===== src/rtl/edge_event_arbiter_pkg.sv =====
// Shared types and the round-robin helper for the edge event arbiter.
package edge_evt_pkg;

  typedef enum logic [1:0] {
    EM_OFF  = 2'b00,
    EM_RISE = 2'b01,
    EM_FALL = 2'b10,
    EM_BOTH = 2'b11
  } edge_mode_e;

  localparam int unsigned RR_MAX_CH = 16;
  localparam int unsigned RR_IDX_W  = 4;

  // Unused upper channels are zero-padded, so a plain mod-16 walk keeps RR order.
  function automatic logic [RR_IDX_W-1:0] rr_pick(input logic [RR_MAX_CH-1:0] pending,
                                                 input logic [RR_IDX_W-1:0]  last);
    logic [RR_IDX_W-1:0] idx;
    logic                found;
    rr_pick = last;
    found   = 1'b0;
    for (int i = 1; i <= RR_MAX_CH; i++) begin
      idx = last + RR_IDX_W'(i);
      if (!found && pending[idx]) begin
        rr_pick = idx;
        found   = 1'b1;
      end else begin
        found   = found;
      end
    end
  endfunction

endpackage


===== src/rtl/edge_event_arbiter_chan.sv =====
// One channel: edge detection, mode qualification, pending/type latch and
// sticky overflow flag.
module edge_evt_chan
  import edge_evt_pkg::*;
(
  input  logic       clk,
  input  logic       reset,
  input  logic       a_i,
  input  edge_mode_e mode_i,
  input  logic       load_i,
  input  logic       clr_ovf_i,
  output logic       pending_o,
  output logic       ptype_o,
  output logic       overflow_o
);

  logic prev_q;
  logic pending_q, pending_d;
  logic ptype_q, ptype_d;
  logic overflow_q, overflow_d;
  logic rise_s, fall_s, qual_s;

  // Edge qualification and next-state for the pending/type/overflow flops
  always_comb begin
    rise_s     = a_i & ~prev_q;
    fall_s     = ~a_i & prev_q;
    pending_d  = pending_q;
    ptype_d    = ptype_q;
    overflow_d = overflow_q;

    case (mode_i)
      EM_OFF:  qual_s = 1'b0;
      EM_RISE: qual_s = rise_s;
      EM_FALL: qual_s = fall_s;
      EM_BOTH: qual_s = rise_s | fall_s;
      default: qual_s = 1'b0;
    endcase

    // A slot being freed this cycle can take the new edge; otherwise oldest wins.
    if (qual_s && (load_i || !pending_q)) begin
      pending_d = 1'b1;
      ptype_d   = rise_s;
    end else if (load_i) begin
      pending_d = 1'b0;
    end else begin
      pending_d = pending_q;
    end

    if (qual_s && pending_q && !load_i) begin
      overflow_d = 1'b1;
    end else if (clr_ovf_i) begin
      overflow_d = 1'b0;
    end else begin
      overflow_d = overflow_q;
    end
  end

  // prev tracks the input even in reset so release never produces an edge
  always_ff @(posedge clk) begin
    prev_q <= a_i;
    if (reset) begin
      pending_q  <= 1'b0;
      ptype_q    <= 1'b0;
      overflow_q <= 1'b0;
    end else begin
      pending_q  <= pending_d;
      ptype_q    <= ptype_d;
      overflow_q <= overflow_d;
    end
  end

  assign pending_o  = pending_q;
  assign ptype_o    = ptype_q;
  assign overflow_o = overflow_q;

endmodule


===== src/rtl/edge_event_arbiter.sv =====
// Per-channel edge detectors feeding a round-robin serializer onto one
// registered valid/ready event port.
module edge_event_arbiter
  import edge_evt_pkg::*;
#(
  parameter int NUM_CH = 4,
  localparam int ID_W  = $clog2(NUM_CH)
) (
  input  logic                clk,
  input  logic                reset,
  input  logic [NUM_CH-1:0]   a_i,
  input  logic [2*NUM_CH-1:0] mode_i,
  output logic                evt_valid_o,
  input  logic                evt_ready_i,
  output logic [ID_W-1:0]     evt_id_o,
  output logic                evt_rise_o,
  output logic [NUM_CH-1:0]   overflow_o,
  input  logic                clr_ovf_i
);

  logic [NUM_CH-1:0]   pend_s;
  logic [NUM_CH-1:0]   ptype_s;
  logic [NUM_CH-1:0]   load_s;
  logic                load_slot_s;
  logic                any_pend_s;
  logic [RR_IDX_W-1:0] pick_s;
  logic [ID_W-1:0]     winner_s;

  logic            valid_q, valid_d;
  logic [ID_W-1:0] id_q, id_d;
  logic            rise_q, rise_d;
  logic [ID_W-1:0] last_q, last_d;

  assign load_slot_s = !valid_q || evt_ready_i;
  assign any_pend_s  = |pend_s;
  assign pick_s      = rr_pick(RR_MAX_CH'(pend_s), RR_IDX_W'(last_q));
  assign winner_s    = ID_W'(pick_s);

  for (genvar c = 0; c < NUM_CH; c++) begin : g_chan
    localparam logic [ID_W-1:0] CID = ID_W'(c);

    assign load_s[c] = load_slot_s && any_pend_s && (winner_s == CID);

    edge_evt_chan u_chan (
      .clk        (clk),
      .reset      (reset),
      .a_i        (a_i[c]),
      .mode_i     (edge_mode_e'(mode_i[2*c +: 2])),
      .load_i     (load_s[c]),
      .clr_ovf_i  (clr_ovf_i),
      .pending_o  (pend_s[c]),
      .ptype_o    (ptype_s[c]),
      .overflow_o (overflow_o[c])
    );
  end

  // Output register next state: load the RR winner in a load slot, else hold
  always_comb begin
    valid_d = valid_q;
    id_d    = id_q;
    rise_d  = rise_q;
    last_d  = last_q;
    if (load_slot_s) begin
      if (any_pend_s) begin
        valid_d = 1'b1;
        id_d    = winner_s;
        rise_d  = ptype_s[winner_s];
        last_d  = winner_s;
      end else begin
        valid_d = 1'b0;
      end
    end else begin
      valid_d = valid_q;
    end
  end

  // Output and round-robin pointer registers; pointer resets so channel 0 goes first
  always_ff @(posedge clk) begin
    if (reset) begin
      valid_q <= 1'b0;
      id_q    <= '0;
      rise_q  <= 1'b0;
      last_q  <= ID_W'(NUM_CH - 1);
    end else begin
      valid_q <= valid_d;
      id_q    <= id_d;
      rise_q  <= rise_d;
      last_q  <= last_d;
    end
  end

  assign evt_valid_o = valid_q;
  assign evt_id_o    = id_q;
  assign evt_rise_o  = rise_q;

endmodule


===== config.mk =====
export PLATFORM = sky130hd
export DESIGN_NAME = edge_event_arbiter
export DESIGN_NICKNAME = d
export VERILOG_FILES = /design/src/rtl/edge_event_arbiter_pkg.sv /design/src/rtl/edge_event_arbiter_chan.sv /design/src/rtl/edge_event_arbiter.sv
export SDC_FILE = /design/constraint.sdc
export NUM_CORES = 1
export LEC_CHECK = 0
export ABC_CLOCK_PERIOD_IN_PS = 7150
export CAP_MARGIN = 20
export CORE_ASPECT_RATIO = 1.2
export CORE_UTILIZATION = 57
export DETAILED_ROUTE_END_ITERATION = 12
export PLACE_DENSITY = 0.83
export SLEW_MARGIN = 30
export SYNTH_ARGS = -nofsm -noshare
export SYNTH_HDL_FRONTEND = slang
export SYNTH_SLANG_ARGS = --single-unit
export TNS_END_PERCENT = 10

===== constraint.sdc =====
create_clock -name clk -period 7.15 [get_ports clk]
set_input_delay 1.43 -clock clk [delete_from_list [all_inputs] [get_ports clk]]
set_output_delay 1.43 -clock clk [all_outputs]
set_load 0.03 [all_outputs]

# Yosys cells after proc, flatten, opt, wreduce, memory -nomap -nowiden
# Index checks and enable logic that the tools add are counted.
# word_totals
inputBits	16
word_cells	246
output_inout_bits	8
register_bits	22
# op_classes
n_addsub	15
reduce_logical	76
mux	83
bitwise	20
magnitude_cmp	17
n_eq_ne	15
# ops
cell	n
binary-select mux 1 bit (select 4 bit)	15
< comparator 4 x 5 -> 1 bit, second input constant	12
two-way mux 1 bit	46
logical AND 1 bit	32
two-way mux 2 bit	16
logical NOT 1 bit	24
equality test 2 bit, second input constant	10
adder 2 x 3 -> 4 bit, second input constant	4
adder 2 x 4 -> 4 bit, second input constant	4
one-hot mux 1 bit (4 select lines)	4
nonzero test 2 bit	8
< comparator 3 x 5 -> 1 bit, second input constant	3
equality test 2 x 1 -> 1 bit, second input constant	5
logical NOT 2 bit	5
adder 3 x 3 -> 4 bit, second input constant	2
bitwise AND 1 bit	8
inverter 1 bit	8
adder 2 x 2 -> 3 bit, second input constant	2
logical OR 1 bit	5
< comparator 2 x 5 -> 1 bit, second input constant	1
adder 3 x 1 -> 4 bit, second input constant	1
adder 3 x 2 -> 4 bit, second input constant	1
binary-select mux 1 bit (select 2 bit)	2
OR 1 bit	4
4 further kinds	4

# Depth between registers and ports, before layout
# depth
word_depth	54
ltp_mapped	12
ltp_nobuf	9

# Modules after synthesis
# A second synthesis with hierarchy kept.
# unflattened
cells_unflattened	194
hier_area_um2	1806.7
# by_module_without_submodules
mod	area_each_um2	seq_area_each_um2	instances	cells_per_inst
edge_evt_chan	229.0	80.1	4	21
edge_event_arbiter	890.9	120.1	1	110

# Least setup slack after synthesis
# OpenSTA, ideal clock, no wires.
# synth_path
kind	reg-to-reg
start	reg last_q[0]
end	reg rise_q, in the netlist evt_rise_o
setup_ns	0.077
arrival_ns	2.986
period_less_slack_ns	3.062
path_buffers	2
path_stages_with_launch	12
setup_slack_ns	4.088
required_time_ns	7.073
path_cell_list	dfxtp_1 > buf_2 > buf_2 > inv_1 > ha_1 > mux4_2 > mux2i_1 > a32o_1 > a221oi_4 > o21ai_1 > a211o_1 > a41oi_2
# synth_between
elab_chain_cells	51
word_cells_on_any_way	110
classes_between	add/sub: 15; mux: 65; reduce/logical: 30
# synth_lines
element	line_no	text
start: declaration	edge_event_arbiter.sv:32	logic [ID_W-1:0] last_q, last_d;
start signal: assignment	edge_event_arbiter.sv:83	last_q <= ID_W'(NUM_CH - 1);
start signal: assignment	edge_event_arbiter.sv:88	last_q <= last_d;
adder 2 x 1 -> 3 bit	edge_event_arbiter_pkg.sv:22	idx = last + RR_IDX_W'(i);
binary-select mux 1 bit (select 4 bit)	edge_event_arbiter_pkg.sv:23	if (!found && pending[idx]) begin
two-way mux 1 bit (implied by the code)	edge_event_arbiter_pkg.sv:23	
two-way mux 1 bit	edge_event_arbiter_pkg.sv:23	
logical NOT 1 bit	edge_event_arbiter_pkg.sv:23	
logical AND 1 bit	edge_event_arbiter_pkg.sv:23	
two-way mux 1 bit	edge_event_arbiter_pkg.sv:23	
logical NOT 1 bit	edge_event_arbiter_pkg.sv:23	
[... 35 more ...]	--	
logical NOT 1 bit	edge_event_arbiter_pkg.sv:23	
logical AND 1 bit	edge_event_arbiter_pkg.sv:23	
two-way mux 1 bit	edge_event_arbiter_pkg.sv:23	
logical NOT 1 bit	edge_event_arbiter_pkg.sv:23	
logical AND 1 bit	edge_event_arbiter_pkg.sv:23	
two-way mux 2 bit (*)	edge_event_arbiter_pkg.sv:23	
binary-select mux 1 bit (select 2 bit) (*)	edge_event_arbiter.sv:67	rise_d = ptype_s[winner_s];
two-way mux 1 bit (implied by the code) (*)	edge_event_arbiter.sv:67	
end signal: assignment	edge_event_arbiter.sv:87	rise_q <= rise_d;
end: declaration	edge_event_arbiter.sv:31	logic rise_q, rise_d;
# Mark *: on every way between the ends. The rest lies on a longest branch, timed or not. The select of a mux whose other input is x is not followed.
# A chain may end at the register's enable or synchronous reset.

# Worst setup path in the final report
# layout_path
start	reg last_q[0]
end	reg g_chan[1].u_chan.overflow_q
# layout_between
elab_chain_cells	54
word_cells_on_any_way	114
classes_between	add/sub: 15; eq/ne: 1; mux: 64; reduce/logical: 34
# layout_lines
element	line_no	text
adder 2 x 1 -> 3 bit	edge_event_arbiter_pkg.sv:22	
binary-select mux 1 bit (select 4 bit)	edge_event_arbiter_pkg.sv:23	
two-way mux 1 bit (implied by the code)	edge_event_arbiter_pkg.sv:23	
two-way mux 1 bit	edge_event_arbiter_pkg.sv:23	
logical NOT 1 bit	edge_event_arbiter_pkg.sv:23	
logical AND 1 bit	edge_event_arbiter_pkg.sv:23	
two-way mux 1 bit	edge_event_arbiter_pkg.sv:23	
logical NOT 1 bit	edge_event_arbiter_pkg.sv:23	
[... 38 more ...]	--	
logical NOT 1 bit	edge_event_arbiter_pkg.sv:23	
logical AND 1 bit	edge_event_arbiter_pkg.sv:23	
two-way mux 2 bit (*)	edge_event_arbiter_pkg.sv:23	
equality test 2 x 1 -> 1 bit (*)	edge_event_arbiter.sv:42	assign load_s[c] = load_slot_s && any_pend_s && (winner_s == CID);
logical AND 1 bit (*)	edge_event_arbiter.sv:42	
logical NOT 1 bit (*)	edge_event_arbiter_chan.sv:49	if (qual_s && pending_q && !load_i) begin
logical AND 1 bit (*)	edge_event_arbiter_chan.sv:49	
two-way mux 1 bit or nonzero test 2 bit (tied branches)	--	
end signal: assignment	edge_event_arbiter_chan.sv:68	overflow_q <= overflow_d;
end: declaration	edge_event_arbiter_chan.sv:20	logic overflow_q, overflow_d;
# Marked as above.

==> flow_metrics.tcl <==
set metrics [dict create \
    status "completed" \
    synth_edf_count 0 \
    ys_seq_area_share_pct 28.53 \
    critPathTopFamily "compound AO/OA/AOI/OAI gates" \
    remaining_drc_errors 0 \
    grt_max_degree 18 \
    setup_ws_ps 3504 \
    setup_tns_ps 0 \
    route.detailed.wl_per_inst_um 14.68 \
    critPathMaxStageDelay_ps 720 \
    detail_route.iter0.violations 38 \
    worst-endpoint-arrival_ps 3830 \
    ys.flop_type "dfxtp_1" \
    maxCapViolCount 0 \
    dpl_worst_slack_ps 3513 \
    reg2regPathDepth 9 \
    start_kind "register" \
    grt_overflow_total 0 \
    clock_sinks 22 \
    path_buf_inv 1 \
    critPathMostFrequentCell "o31ai_1" \
    yosys.cell_types.count 42 \
    die_w_um 49.51 \
    numCtsBuffers 3 \
    fin_crit_ps 3646 \
    cp_max_fo 17 \
    cp-end-kind "register" \
    gp_congestion 0.8444 \
    final_cell_mix "clkdlybuf4s50_1 (23), dfxtp_1 (22), inv_1 (19)" \
    cts-resized-gates 0 \
    antenna_found_initial 0 \
    netlist_area_sq_um 1544 \
    syn_nets 207 \
    final_layout_size_suffix_gt1_share_pct 8.205 \
    tritoncts "built" \
    hold_path.class "register to register" \
    dieArea_sq_um 2922 \
    synth-seq-cells 22 \
    htreeDepth 1 \
    hpwl_mm 2.503 \
    period_share_pct 50.99 \
    root_buffer "clkbuf_4" \
    cts_hold_buf 0 \
    rsz0062_at_grt "no" \
    drt-pass1-iter-count 8 \
    initial_core_util_pct 60.49 \
    path_depth 9 \
    insertion_delay_ps 310 \
    wl_mm 3.346 \
    relSlewSlack_pct 59.95 \
    io_buffers 23 \
    final_common_cell "clkdlybuf4s50_1" \
    antenna_cells 0 \
    synth_warnings 0 \
    p_per_area_nw_per_um2 337.8 \
    fmax_mhz 274.3 \
    io_pins 24 \
    route.vias.total 1339 \
    slew_violations 0 \
    first_global_vias 1360 \
    grt_pass1_wl_mm 5.851 \
    required_ps 7340 \
    num_rows 20 \
    r2r_slack_ps 3500 \
    cts_setup_buffers 0 \
    design.core.area_sq_um 2552 \
    worst_pin_slew_ps 598.9 \
    crit_type "register to register" \
    async_reset_ff_share_pct 0 \
    viasPerCell 5.873 \
    syn-mean-instance-area_sq_um 8.530 \
    die_h_um 59.01 \
    antenna_left 0 \
    hold_violations 0 \
    setup_viol 0 \
    p_leak_nw 0.7485 \
    clk_pin_slew_ps 130 \
    skew_ps 14.77 \
    cp_cell_sequence "inv_1 -> ha_1 -> mux4_2 -> mux2i_1 -> a32o_1 -> a221oi_4 -> nor2_1 -> o31ai_1 -> o31ai_1" \
    hold_depth 2 \
    cts_buffer_depth 2 \
    ir_worst_vdd_uv 249.4 \
    nets 222 \
    grtUsageTotal_pct 25.85 \
    syn-instance-count 181 \
    syn2layout_area_growth_pct 16.61 \
    crit_slowest_cell "dfxtp_1" \
]
## worst paths after layout
path	to	from
max	g_chan[1].u_chan.overflow_o	last_q[0]
min	g_chan[0].u_chan.ptype_o	g_chan[0].u_chan.ptype_o
max reg2reg	g_chan[1].u_chan.overflow_o	last_q[0]
min reg2reg	g_chan[0].u_chan.ptype_o	g_chan[0].u_chan.ptype_o
## worst reg2reg max path: stages, from the launching register on
cell,delay (ps)
dfxtp_1,720
inv_1,180
ha_1,650
mux4_2,650
mux2i_1,150
a32o_1,310
a221oi_4,330
nor2_1,140
o31ai_1,280
o31ai_1,120
## routing by layer
layer	GRT usage, %	vias to the layer above	part of all wire, %
met5	0	-	0
met3	3.590	4	2.7
met1	31.15	632	45
met4	11.43	0	1.3
li1	-	673	-
met2	45.99	30	51
## cell usage after synthesis (5+ instances only)
cell type   n  area (sq um)
clkbuf_1    6         22.52
nor2_1     13         48.80
dfxtp_1    22         440.4
o21ai_0     5         25.02
inv_1      19         71.32
o31ai_1     5         37.54
ha_1       10         125.1
nand2_1    14         52.55
mux2i_1    13         130.1
a21oi_1    14         70.07
nand3_1     5         25.02
nand3b_1    6         45.04
## cell families (layout without fill, tap and decap cells)
| family | count (synthesis) | count (layout) | synth area share, % |
|---|---|---|---|
| and+or+nand+nor | 54 | 54 | 17.59 |
| AOI/OAI and AO/OA | 46 | 46 | 23.99 |
| buffers and inverters | 32 | 46 | 8.995 |
| DFF | 22 | 22 | 28.52 |
| muxes | 17 | 17 | 12.80 |
| adders and majority gates | 10 | 10 | 8.104 |
## area by class of cell
| cell class | instances | area, sq um |
|---|---|---|
| Multi-Input combinational cell | 127 | 964.7 |
| Fill cell | 221 | 752.0 |
| Sequential cell | 22 | 440.4 |
| Timing Repair Buffer | 23 | 230.2 |
| Inverter | 19 | 71.32 |
| Tap cell | 33 | 41.29 |
| Clock inverter | 1 | 30.03 |
| Clock buffer | 3 | 22.52 |
## flip-flops by register name (all words and copies together), names as in the netlist
register and cells:
g_chan.u_chan.prev_q 4, g_chan.u_chan.overflow_o 4, evt_valid_o 1, evt_id_o 2, g_chan.u_chan.ptype_o 4, g_chan.u_chan.pending_o 4, last_q 2, evt_rise_o 1
## power breakdown
group | switching, mW | internal (mW)
registers | 0.0324 | 0.141
clock network | 0.0381 | 0.0566
logic | 0.195 | 0.145
## stage by stage
stage	area (sq um)	total power [mW]	hold slack (ps)	utilization, %	cells
6_report	1800	0.6081	476.2	70.54	228
5_1_grt	1800	0.6528	500.8	70.54	228
4_1_cts	1800	0.6070	478.9	70.54	228
3_5_place_dp	1748	0.5098	461.4	68.48	224
3_3_place_gp	1748	0.5005	448.2	68.48	224
2_1_floorplan	1544	0.4422	433.3	-	181
(Power assumes the default switching activity.)
